--- src/rtl/keypad_scan_ctrl.sv ---
// 4x4 matrix keypad scanner: drives one column low at a time, debounces the
// row response, and offers one key code per press through a valid/ready port.
module keypad_scan_ctrl #(
  parameter int SETTLE = 270,
  parameter int STABLE = 270_000
) (
  input  logic       clk,
  input  logic       rst,
  input  logic [3:0] row,
  output logic [3:0] col,
  output logic [3:0] code,
  output logic       code_valid,
  input  logic       code_ready,
  output logic       overrun,
  input  logic       clr_ovr,
  output logic       key_down
);

  localparam int CW = ($clog2(STABLE + 1) > 20) ? $clog2(STABLE + 1) : 20;

  typedef enum logic [2:0] {
    ST_SETTLE,
    ST_SAMPLE,
    ST_DEBOUNCE,
    ST_EMIT,
    ST_RELEASE
  } state_t;

  state_t          state_q, state_d;
  logic [1:0]      ci_q, ci_d;
  logic [CW-1:0]   cnt_q, cnt_d;
  logic [3:0]      rlat_q, rlat_d;
  logic [3:0]      code_q, code_d;
  logic            code_valid_q, code_valid_d;
  logic            overrun_q, overrun_d;
  logic [3:0]      s1_q, rs_q;

  logic [3:0]      rlat_low;
  logic            single_key;
  logic [1:0]      row_idx;

  // Rows idle high (pull-ups), so the synchronizer resets to "no key".
  always_ff @(posedge clk or negedge rst) begin
    if (!rst) begin
      s1_q <= 4'b1111;
      rs_q <= 4'b1111;
    end else begin
      s1_q <= row;
      rs_q <= s1_q;
    end
  end

  always_ff @(posedge clk or negedge rst) begin
    if (!rst) begin
      state_q      <= ST_SETTLE;
      ci_q         <= 2'd0;
      cnt_q        <= '0;
      rlat_q       <= 4'b1111;
      code_q       <= 4'd0;
      code_valid_q <= 1'b0;
      overrun_q    <= 1'b0;
    end else begin
      state_q      <= state_d;
      ci_q         <= ci_d;
      cnt_q        <= cnt_d;
      rlat_q       <= rlat_d;
      code_q       <= code_d;
      code_valid_q <= code_valid_d;
      overrun_q    <= overrun_d;
    end
  end

  // A single pressed key pulls exactly one row low; more means ghosting.
  always_comb begin
    rlat_low   = ~rlat_q;
    single_key = (rlat_low != 4'd0) && ((rlat_low & (rlat_low - 4'd1)) == 4'd0);
    row_idx    = 2'd0;
    for (int i = 0; i < 4; i++) begin
      if (!rlat_q[i]) row_idx = 2'(i);
    end
  end

  always_comb begin
    state_d      = state_q;
    ci_d         = ci_q;
    cnt_d        = cnt_q;
    rlat_d       = rlat_q;
    code_d       = code_q;
    code_valid_d = code_valid_q && !code_ready;
    overrun_d    = overrun_q && !clr_ovr;

    case (state_q)
      ST_SETTLE: begin
        if (cnt_q == CW'(SETTLE - 1)) begin
          state_d = ST_SAMPLE;
          cnt_d   = '0;
        end else begin
          cnt_d = cnt_q + CW'(1);
        end
      end

      ST_SAMPLE: begin
        cnt_d = '0;
        if (rs_q == 4'b1111) begin
          ci_d    = ci_q + 2'd1;
          state_d = ST_SETTLE;
        end else begin
          rlat_d  = rs_q;
          state_d = ST_DEBOUNCE;
        end
      end

      ST_DEBOUNCE: begin
        if (rs_q != rlat_q) begin
          ci_d    = ci_q + 2'd1;
          cnt_d   = '0;
          state_d = ST_SETTLE;
        end else if (cnt_q == CW'(STABLE - 1)) begin
          cnt_d   = '0;
          state_d = ST_EMIT;
        end else begin
          cnt_d = cnt_q + CW'(1);
        end
      end

      ST_EMIT: begin
        // Offer may reuse a slot being drained in this same cycle.
        if (single_key) begin
          if (!code_valid_q || code_ready) begin
            code_d       = {row_idx, ci_q};
            code_valid_d = 1'b1;
          end else begin
            overrun_d = 1'b1;
          end
        end
        cnt_d   = '0;
        state_d = ST_RELEASE;
      end

      ST_RELEASE: begin
        if (rs_q != 4'b1111) begin
          cnt_d = '0;
        end else if (cnt_q == CW'(STABLE - 1)) begin
          cnt_d   = '0;
          ci_d    = ci_q + 2'd1;
          state_d = ST_SETTLE;
        end else begin
          cnt_d = cnt_q + CW'(1);
        end
      end

      default: begin
        state_d = ST_SETTLE;
        cnt_d   = '0;
      end
    endcase
  end

  assign col        = ~(4'b0001 << ci_q);
  assign code       = code_q;
  assign code_valid = code_valid_q;
  assign overrun    = overrun_q;
  assign key_down   = (state_q == ST_DEBOUNCE) || (state_q == ST_EMIT) ||
                      (state_q == ST_RELEASE);

endmodule

--- config.mk ---
export PLATFORM = sky130hd
export DESIGN_NAME = keypad_scan_ctrl
export DESIGN_NICKNAME = d
export VERILOG_FILES = /design/src/rtl/keypad_scan_ctrl.sv
export SDC_FILE = /design/constraint.sdc
export NUM_CORES = 1
export LEC_CHECK = 0
export CAP_MARGIN = 10
export CORE_MARGIN = 1.5
export CORE_UTILIZATION = 56
export CTS_CLUSTER_DIAMETER = 100
export DETAILED_ROUTE_END_ITERATION = 7
export GPL_ROUTABILITY_DRIVEN = 0
export PLACE_DENSITY = 0.84
export SYNTH_ARGS = -nofsm -noshare
export SYNTH_HDL_FRONTEND = slang
export SYNTH_SLANG_ARGS = --single-unit
--- constraint.sdc ---
create_clock -name clk -period 2.33 [get_ports clk]
set_input_delay 0.699 -clock clk [delete_from_list [all_inputs] [get_ports clk]]
set_output_delay 0.699 -clock clk [all_outputs]
set_load 0.03 [all_outputs]
==> results.md, run 1 <==
- Worst path cell trace: nor3b_4, or2_2, dlygate4sd2_1
- # diodes: 0
- Gr usage total: 0.205
- P_leak: 1.07 nW
- Number of flops mapped to enable cells by yosys: 0
- WP buf/inv: 1
- Final period util: 0.976
- Largest delay share family, worst path: simple AND/OR/NAND/NOR gates
- Area of the multi-input gates: 933 sq um
- Vias in the first global route: 1,467
- Fin nets: 229
- Library cells used by synthesis: 41
- Detailed Place HPWL: 2.68 mm
- Ys flop type: dfrtp_1
- Die width: 63.8 um
- Data arrival, critical path: approximately 1.6 ns
- DR pass1 iterations: 4
- Worst setup SP type: register
- PD cells: about 530 nW/um^2
- Clk_skew: 0.00176 ns
- Filler Cells Inserted: about 260
- Clk buf depth: 2
- Mapped Area: 2070 sq um
- I/O Buffers: 18
- Grt ovf: 0
- First-pass GRT wire length: 6.42 mm
- CTS resizes: 5
- F_max: 440 MHz
- Ys async rst share: 1.00
- CP Class: reg -> out
- Largest area contributor in the netlist: dfrtp_1
- Final setup violation count: 0
- Setup TNS: 0 ns
- Final hold vios: 0
- P&R area growth vs syn: 16.8%
- Wirelength per Cell: between 10 and 15 um
- Syn nets: 204
- Max Slew Vio Count: 0
- Util after Layout: 0.703
- Max Cap Viol: 0
- Initial core utilization: 0.602
- Worst-Margin Slew: approximately 0.55 ns
- Placed Instance Area: 2330 sq um
- CP endpoint kind: output pin
- Max_slew headroom: 0.629
- Worst EP required: 1.63 ns
- Remaining antenna violation count: 0
- Vias/cell: 5.66
- Setup bufs post-CTS: 0
- Synthesized instance count: 190
- Cts hold-fix bufs: 0
- Unrepaired setup endpoints after global routing: no
- Core ar.: approximately 3400 sq um
- Area contributors post-synth: dfrtp_1, dfstp_2, xor2_1, nor2_1, ha_1
- Antenna violations before repair: 0
- Max FO, Critical Path: 5
- List of most frequent post-synthesis cells: dfrtp_1, nor2_1, xor2_1
- Site Rows: 21
- Root Buffer: clkbuf_8
- Max VDD drop: 0.582 mV
- Minimum clock period: ~2.3 ns
- Chip height: approximately 64 um
- Worst-skew pair later-pin latency: 0.30 ns
- Largest net degree at the start of global routing: 23
- Count leader, synth: dfrtp_1
- Fraction of layout cells with a size suffix above 1: 0.199
- DRC viols: 0
- CTS tree: yes
- Io pins: 19
- Syn Area/Cell: 10.9 sq um
- Critical-path top delay cell: dfrtp_1
- Synth Register Bits: 43
- Fin area: 2420 sq um
- Vias: about 1,500
- Slowest stage delay, CP: 0.44 ns
- Register Area: 1090 sq um
- Num CTS Buffers: 5
- WL final: approximately 3.8 mm
- Clock slew at reported path FFs: 0.08 ns
- Status: completed
- Die area: 4070 sq um
- Dpl ws: 0.0967 ns
- Final setup margin: 0.0552 ns
- YS warnings: 0
- Clock sinks: 43
- Starting DRT DRC Count: 40
- Top cell type's share of synthesized area: 0.374
- Hold crit path type: in -> async
- H-tree depth: 2
- Sequential area share after synthesis: 0.527
[cells in the final DEF, fill, tap and decap left out, types with 2 or more instances in the layout]
cell type / netlist / layout
dlygate4sd2_1: 0 / 5
xor2_1: 18 / 18
nor2b_1: 2 / 2
and2_1: 4 / 4
nand2_1: 12 / 12
and4_1: 3 / 3
o21ai_0: 3 / 3
dfrtp_1: 31 / 31
xnor2_1: 6 / 6
nor2_1: 24 / 24
buf_4: 0 / 3
dfstp_2: 12 / 12
ha_1: 6 / 6
clkinv_4: 0 / 2
o22a_2: 3 / 3
clkbuf_8: 0 / 5
nand3_1: 12 / 12
nor3_1: 3 / 3
nand4_1: 8 / 8
mux2_2: 4 / 4
and3_1: 2 / 2
nor4_1: 2 / 2
clkdlybuf4s50_1: 0 / 12
inv_1: 9 / 9
nand2b_1: 2 / 2
[worst paths after layout]
check	from	end	slack, ns	cells past startpoint
worst max register to register	cnt_q[15]$_DFF_PN0_	cnt_q[12]$_DFF_PN0_	0.47	6
min in group clk	s1_q[3]$_DFF_PN1_	rs_q[3]$_DFF_PN1_	0.36	0
max in group asynchronous	rst	cnt_q[7]$_DFF_PN0_	1.51	2
worst max-delay path	state_q[2]$_DFFE_PN0P_	key_down	0.06	3
worst min register to register	s1_q[3]$_DFF_PN1_	rs_q[3]$_DFF_PN1_	0.36	0
worst min-delay path	rst	code_valid$_DFF_PN0_	0.35	1
[logic make-up after synthesis]
kind of cell / Yosys count / share of synthesized area
muxes: 6 / 0.0338
adders and majority gates: 6 / 0.0362
buffers and inverters: 13 / 0.0260
and+or+nand+nor: 84 / 0.220
AOI/OAI and AO/OA: 14 / 0.0556
xor gates and xnor gates: 24 / 0.101
DFF: 43 / 0.527
[state kept, by name, summed over array words and instances, names as in the netlist]
register,count
ci_q,2
cnt_q,20
code,4
code_valid,1
overrun,1
rlat_q,4
rs_q,4
s1_q,4
state_q,3
[layout make-up]
type                       instances  share of cell area
clock inverter                     3             0.00982
sequential                        43               0.451
multi-input combinational        134               0.386
tap                               46              0.0238
clock buffer                       5              0.0284
inverter                           9              0.0140
timing repair buffer              22              0.0874
[layer usage]
metal  up-vias  global-route usage  share of wire
li1        702                   -              -
met1       713               0.245           0.42
met2        51               0.333           0.50
met3        17              0.0599          0.054
met4         0               0.106          0.024
met5         -                   0              0
[per-stage QoR]
stage / cells / hold slack (ns) / total power, mW
global route: 262 / 0.363 / 1.33
CTS: 262 / 0.360 / 1.29
finish: 262 / 0.349 / 1.27
global placement: 254 / 0.345 / 0.810
floorplan: 190 / 0.345 / 0.781
detailed placement: 254 / 0.347 / 0.812
[report_power, final]
group	switching [mW]	internal [mW]	leakage, nW
sequential	0.00467	0.759	0.544
combinational	0.0178	0.0153	0.473
clock	0.263	0.215	0.0486
total	0.286	0.989	1.07
Note: power is estimated with default switching activity, not from simulation.
==> inputs of run 2 (changes only) <==
--- a/config.mk
+++ b/config.mk
@@ -7,11 +7,11 @@
 export LEC_CHECK = 0
 export CAP_MARGIN = 10
 export CORE_MARGIN = 1.5
-export CORE_UTILIZATION = 56
+export CORE_UTILIZATION = 40
 export CTS_CLUSTER_DIAMETER = 100
 export DETAILED_ROUTE_END_ITERATION = 7
 export GPL_ROUTABILITY_DRIVEN = 0
-export PLACE_DENSITY = 0.84
+export PLACE_DENSITY = 0.65
 export SYNTH_ARGS = -nofsm -noshare
 export SYNTH_HDL_FRONTEND = slang
 export SYNTH_SLANG_ARGS = --single-unit
==> run 2 against run 1 <==
Worst hold slack improved by 0.0081 ns. Combinational power rose by 1%. Setup slack improved by 0.13 ns. Clock skew rose by 0.0066 ns. Non-clock buffer count down 1. Register-to-register slack gained 0.03 ns. Die area grew 38%. Sequential power about the same. Critical path type unchanged. Largest cell class unchanged.
==> results.md, run 2 (synthesized netlist as in run 1, its figures left out) <==
- Vias in the first global route: 1,414
- Worst EP required: 1.63 ns
- Max FO, Critical Path: 5
- Max VDD drop: around 0.41 mV
- Largest register FFs: 20
- Starting DRT DRC Count: roughly 50
- Max_slew headroom: 0.655
- P_leak: 1.06 nW
- Max Slew Vio Count: 0
- Vias/cell: 4.87
- Initial core utilization: 0.411
- Pwr Total: 1.31 mW
- H-tree depth: 2
- Worst R2R Start: cnt_q[15]$_DFF_PN0_
- Fin area: 2450 sq um
- P&R area growth vs syn: 18.1%
- Core ar.: 5040 sq um
- Data arrival, critical path: ~1.5 ns
- Io pins: 19
- Fraction of layout cells with a size suffix above 1: 0.205
- Hold crit path type: in -> async
- Util after Layout: 0.485
- Site Rows: 26
- Grt ovf: 0
- DRC viols: 0
- Max Cap Viol: 0
- CP endpoint kind: output pin
- Root Buffer: clkbuf_8
- Most flops, register: cnt_q
- Setup TNS: 0 ns
- Worst setup SP type: register
- WP buf/inv: 1
- Worst path cell trace: nor2b_2, or2_2, clkbuf_2
- Num CTS Buffers: 5
- Die area: 5620 sq um
- Worst-skew pair later-pin latency: 0.30 ns
- PD cells: 534 nW/um^2
- DR pass1 iterations: 4
- Largest net degree at the start of global routing: 25
- Die width: ~75 um
- Commonest cells after routing, fill and taps aside: dfrtp_1, nor2_1, xor2_1
- First-pass GRT wire length: 6.44 mm
- # diodes: 0
- WL final: ~3.6 mm
- Placed Instance Area: approximately 2300 sq um
- Fin nets: between 200 and 250
- Status: completed
- F_max: 465 MHz
- Clock sinks: 43
- Slowest stage delay, CP: approximately 0.46 ns
- Filler Cells Inserted: 489
- Detailed Place HPWL: 2.50 mm
- I/O Buffers: 18
- Worst-Margin Slew: 0.515 ns
- Vias: 1,387
- CTS tree: yes
- Gr usage total: 0.154
- Critical-path top delay cell: dfrtp_1
- Clk_skew: 0.00831 ns
- Worst Setup SP: state_q[1]$_DFFE_PN0P_
- CP Class: reg -> out
- Final setup violation count: 0
- Wirelength per Cell: between 10 and 15 um
- Unrepaired setup endpoints after global routing: no
- Most common cell after layout, fill and taps aside: dfrtp_1
- Final period util: 0.923
- Minimum clock period: 2.15 ns
- Final hold vios: 0
- Clk buf depth: 2
- Antenna violations before repair: 0
- Largest delay share family, worst path: simple AND/OR/NAND/NOR gates
- Setup bufs post-CTS: 0
- Chip height: 75.0 um
- Remaining antenna violation count: 0
- Clock slew at reported path FFs: 0.09 ns
==> run 2: timing repair <==
| action | in CTS | in global routing |
|---|---|---|
| setup endpoints to repair | 5 | 1 |
| resized for setup | 5 | 4 |
| hold buffers | 0 | 0 |
| endpoints found under the hold margin | 0 | 0 |
==> run 2: final cells by class <==
| class | count | area [sq um] | share of cell area |
|---|---|---|---|
| clock inverter | 2 | 15.0 | 0.00614 |
| clock buffer | 6 | 82.6 | 0.0338 |
| timing repair buffer | 21 | 200 | 0.0818 |
| inverter | 9 | 33.8 | 0.0138 |
| multi-input combinational | 134 | 936 | 0.383 |
| tap | 70 | 87.6 | 0.0358 |
| sequential | 43 | 1090 | 0.446 |
==> run 2: metrics by stage <==
stage	cells	setup WS (ns)	hold slack, ns
after global routing	285	0.0843	0.364
after global placement	277	0.114	0.345
after detailed placement	277	0.0875	0.347
final	285	0.180	0.357
after CTS	285	0.0211	0.360
after floorplan	190	0.673	0.345
==> run 2: metal layers <==
metal | part of all wire | track usage
met4 | 0.019 | 0.0545
met1 | 0.48 | 0.206
met3 | 0.040 | 0.0402
met5 | 0 | 0
met2 | 0.46 | 0.243
==> run 2: path summary, 6_finish.rpt <==
path	to	slack [ns]	depth (start not counted)
setup / recovery	key_down	0.18	3
hold / removal	overrun$_DFF_PN0_	0.36	1
setup reg to reg	ci_q[1]$_DFFE_PN0P_	0.50	5
hold reg to reg	rs_q[2]$_DFF_PN1_	0.36	0
max in group asynchronous	s1_q[2]$_DFF_PN1_	1.40	2
min in group clk	rs_q[2]$_DFF_PN1_	0.36	0
==> run 2: power by group <==
part           switching, mW  total, mW  internal (mW)
sequential           0.00473      0.764          0.759
combinational         0.0183     0.0335         0.0152
clock                  0.266      0.509          0.243
==> inputs of run 3 (changes only) <==
--- a/config.mk
+++ b/config.mk
@@ -5,13 +5,15 @@
 export SDC_FILE = /design/constraint.sdc
 export NUM_CORES = 1
 export LEC_CHECK = 0
-export CAP_MARGIN = 10
+export CAP_MARGIN = 20
+export CELL_PAD_IN_SITES_DETAIL_PLACEMENT = 1
+export CELL_PAD_IN_SITES_GLOBAL_PLACEMENT = 1
 export CORE_MARGIN = 1.5
 export CORE_UTILIZATION = 40
 export CTS_CLUSTER_DIAMETER = 100
 export DETAILED_ROUTE_END_ITERATION = 7
 export GPL_ROUTABILITY_DRIVEN = 0
-export PLACE_DENSITY = 0.65
+export PLACE_DENSITY = 0.77
 export SYNTH_ARGS = -nofsm -noshare
 export SYNTH_HDL_FRONTEND = slang
 export SYNTH_SLANG_ARGS = --single-unit
==> run 3 against run 2 <==
Global-route usage rose by 1.9 points. Cell count grew 0.70%. Register-to-register slack worse by 0.04 ns. Total power fell by 0.40%. Critical path type unchanged. Clock-buffer cell count unchanged. Design area rose by 0.20%. Critical endpoint unchanged.
==> results.md, run 3 (synthesized netlist as in run 1, its figures left out) <==
- Pwr Total: 1.30 mW
- Site Rows: 26
- DR pass1 iterations: 4
- Fin nets: 230
- Placed Instance Area: 2350 sq um
- Largest net degree at the start of global routing: 21
- CTS tree: yes
- Largest register FFs: 20
- F_max: around 440 MHz
- Vias in the first global route: between 1,500 and 2,000
- Clk buf depth: 2
- Setup bufs post-CTS: 0
- Initial core utilization: 0.411
- Final setup violation count: 0
- Die area: 5620 sq um
- Die width: 75.0 um
- Remaining antenna violation count: 0
- WP buf/inv: 1
- Max_slew headroom: 0.653
- Gr usage total: 0.173
- Most flops, register: cnt_q
- Worst path cell trace: nor3b_4, or2_2, clkdlybuf4s15_1
- Chip height: 75.0 um
- CP endpoint kind: output pin
- P_leak: 1.07 nW
- Unrepaired setup endpoints after global routing: no
- DRC viols: 0
- Final period util: 0.975
- Wirelength per Cell: about 14 um
- I/O Buffers: 18
- Data arrival, critical path: 1.57 ns
- Setup TNS: 0 ns
- First-pass GRT wire length: 7.30 mm
- Fin area: roughly 2500 sq um
- H-tree depth: 2
- Vias: approximately 1,400
- Vias/cell: around 5
- Antenna violations before repair: 0
- Status: completed
- Final hold vios: 0
- Worst-skew pair later-pin latency: roughly 0.3 ns
- PD cells: 531 nW/um^2
- # diodes: 0
- Grt ovf: 0
- Fraction of layout cells with a size suffix above 1: 0.203
- Num CTS Buffers: 5
- Max Cap Viol: 0
- Clock slew at reported path FFs: 0.09 ns
- Detailed Place HPWL: 3.00 mm
- Slowest stage delay, CP: 0.46 ns
- Root Buffer: clkbuf_8
- CP Class: reg -> out
- Hold crit path type: in -> async
- CTS resizes: 6
- Minimum clock period: 2.27 ns
- Largest delay share family, worst path: flip-flops
- Most common cell after layout, fill and taps aside: dfrtp_1
- Max VDD drop: 0.396 mV
- Worst EP required: about 1.6 ns
- Worst-Margin Slew: 0.517 ns
- P&R area growth vs syn: 18.3%
- WL final: 4.08 mm
- Clk_skew: 0.00966 ns
- Commonest cells after routing, fill and taps aside: dfrtp_1, nor2_1, xor2_1
- Max Slew Vio Count: 0
- Core ar.: ~5000 sq um
- Worst setup SP type: register
- Cts hold-fix bufs: 0
- Max FO, Critical Path: 5
- Clock sinks: 43
- Critical-path top delay cell: dfrtp_1
- Starting DRT DRC Count: 23
- Io pins: 19
-- run 3: layer usage --
layer  up-vias  part of all wire  global-route usage
li1        700                 -                   -
met4         0             0.018              0.0626
met3         6             0.025              0.0415
met2        17              0.49               0.280
met1       709              0.47               0.227
met5         -                 0                   0
-- run 3: final cells by class --
class	count	area (sq um)
tap	70	87.6
clock buffer	6	82.6
timing repair buffer	23	208
inverter	9	33.8
fill	579	2590
clock inverter	2	15.0
sequential	43	1090
multi-input combinational	134	933
-- run 3: metrics by stage --
stage                     worst slack, ns  utilization  hold WS [ns]  std cells
after floorplan                     0.673            -         0.345        190
after global placement              0.117        0.467         0.346        279
after detailed placement           0.0586        0.467         0.348        279
after CTS                          0.0347        0.486         0.345        287
after global routing              0.00923        0.486         0.362        287
final                              0.0577        0.486         0.335        287
-- run 3: worst paths after layout --
check	from	endpoint	slack [ns]	depth (start not counted)
min in group clk	s1_q[3]$_DFF_PN1_	rs_q[3]$_DFF_PN1_	0.36	0
max in group asynchronous	rst	rlat_q[3]$_DFFE_PN1P_	1.38	2
worst max register to register	cnt_q[15]$_DFF_PN0_	cnt_q[9]$_DFF_PN0_	0.46	6
worst min register to register	s1_q[3]$_DFF_PN1_	rs_q[3]$_DFF_PN1_	0.36	0
worst max-delay path	state_q[1]$_DFFE_PN0P_	key_down	0.06	3
worst min-delay path	rst	cnt_q[13]$_DFF_PN0_	0.34	1
-- run 3: power by group --
part           total [mW]  switching (mW)  internal, mW
logic              0.0317          0.0176        0.0141
registers           0.764         0.00517         0.759
clock network       0.505           0.262         0.243
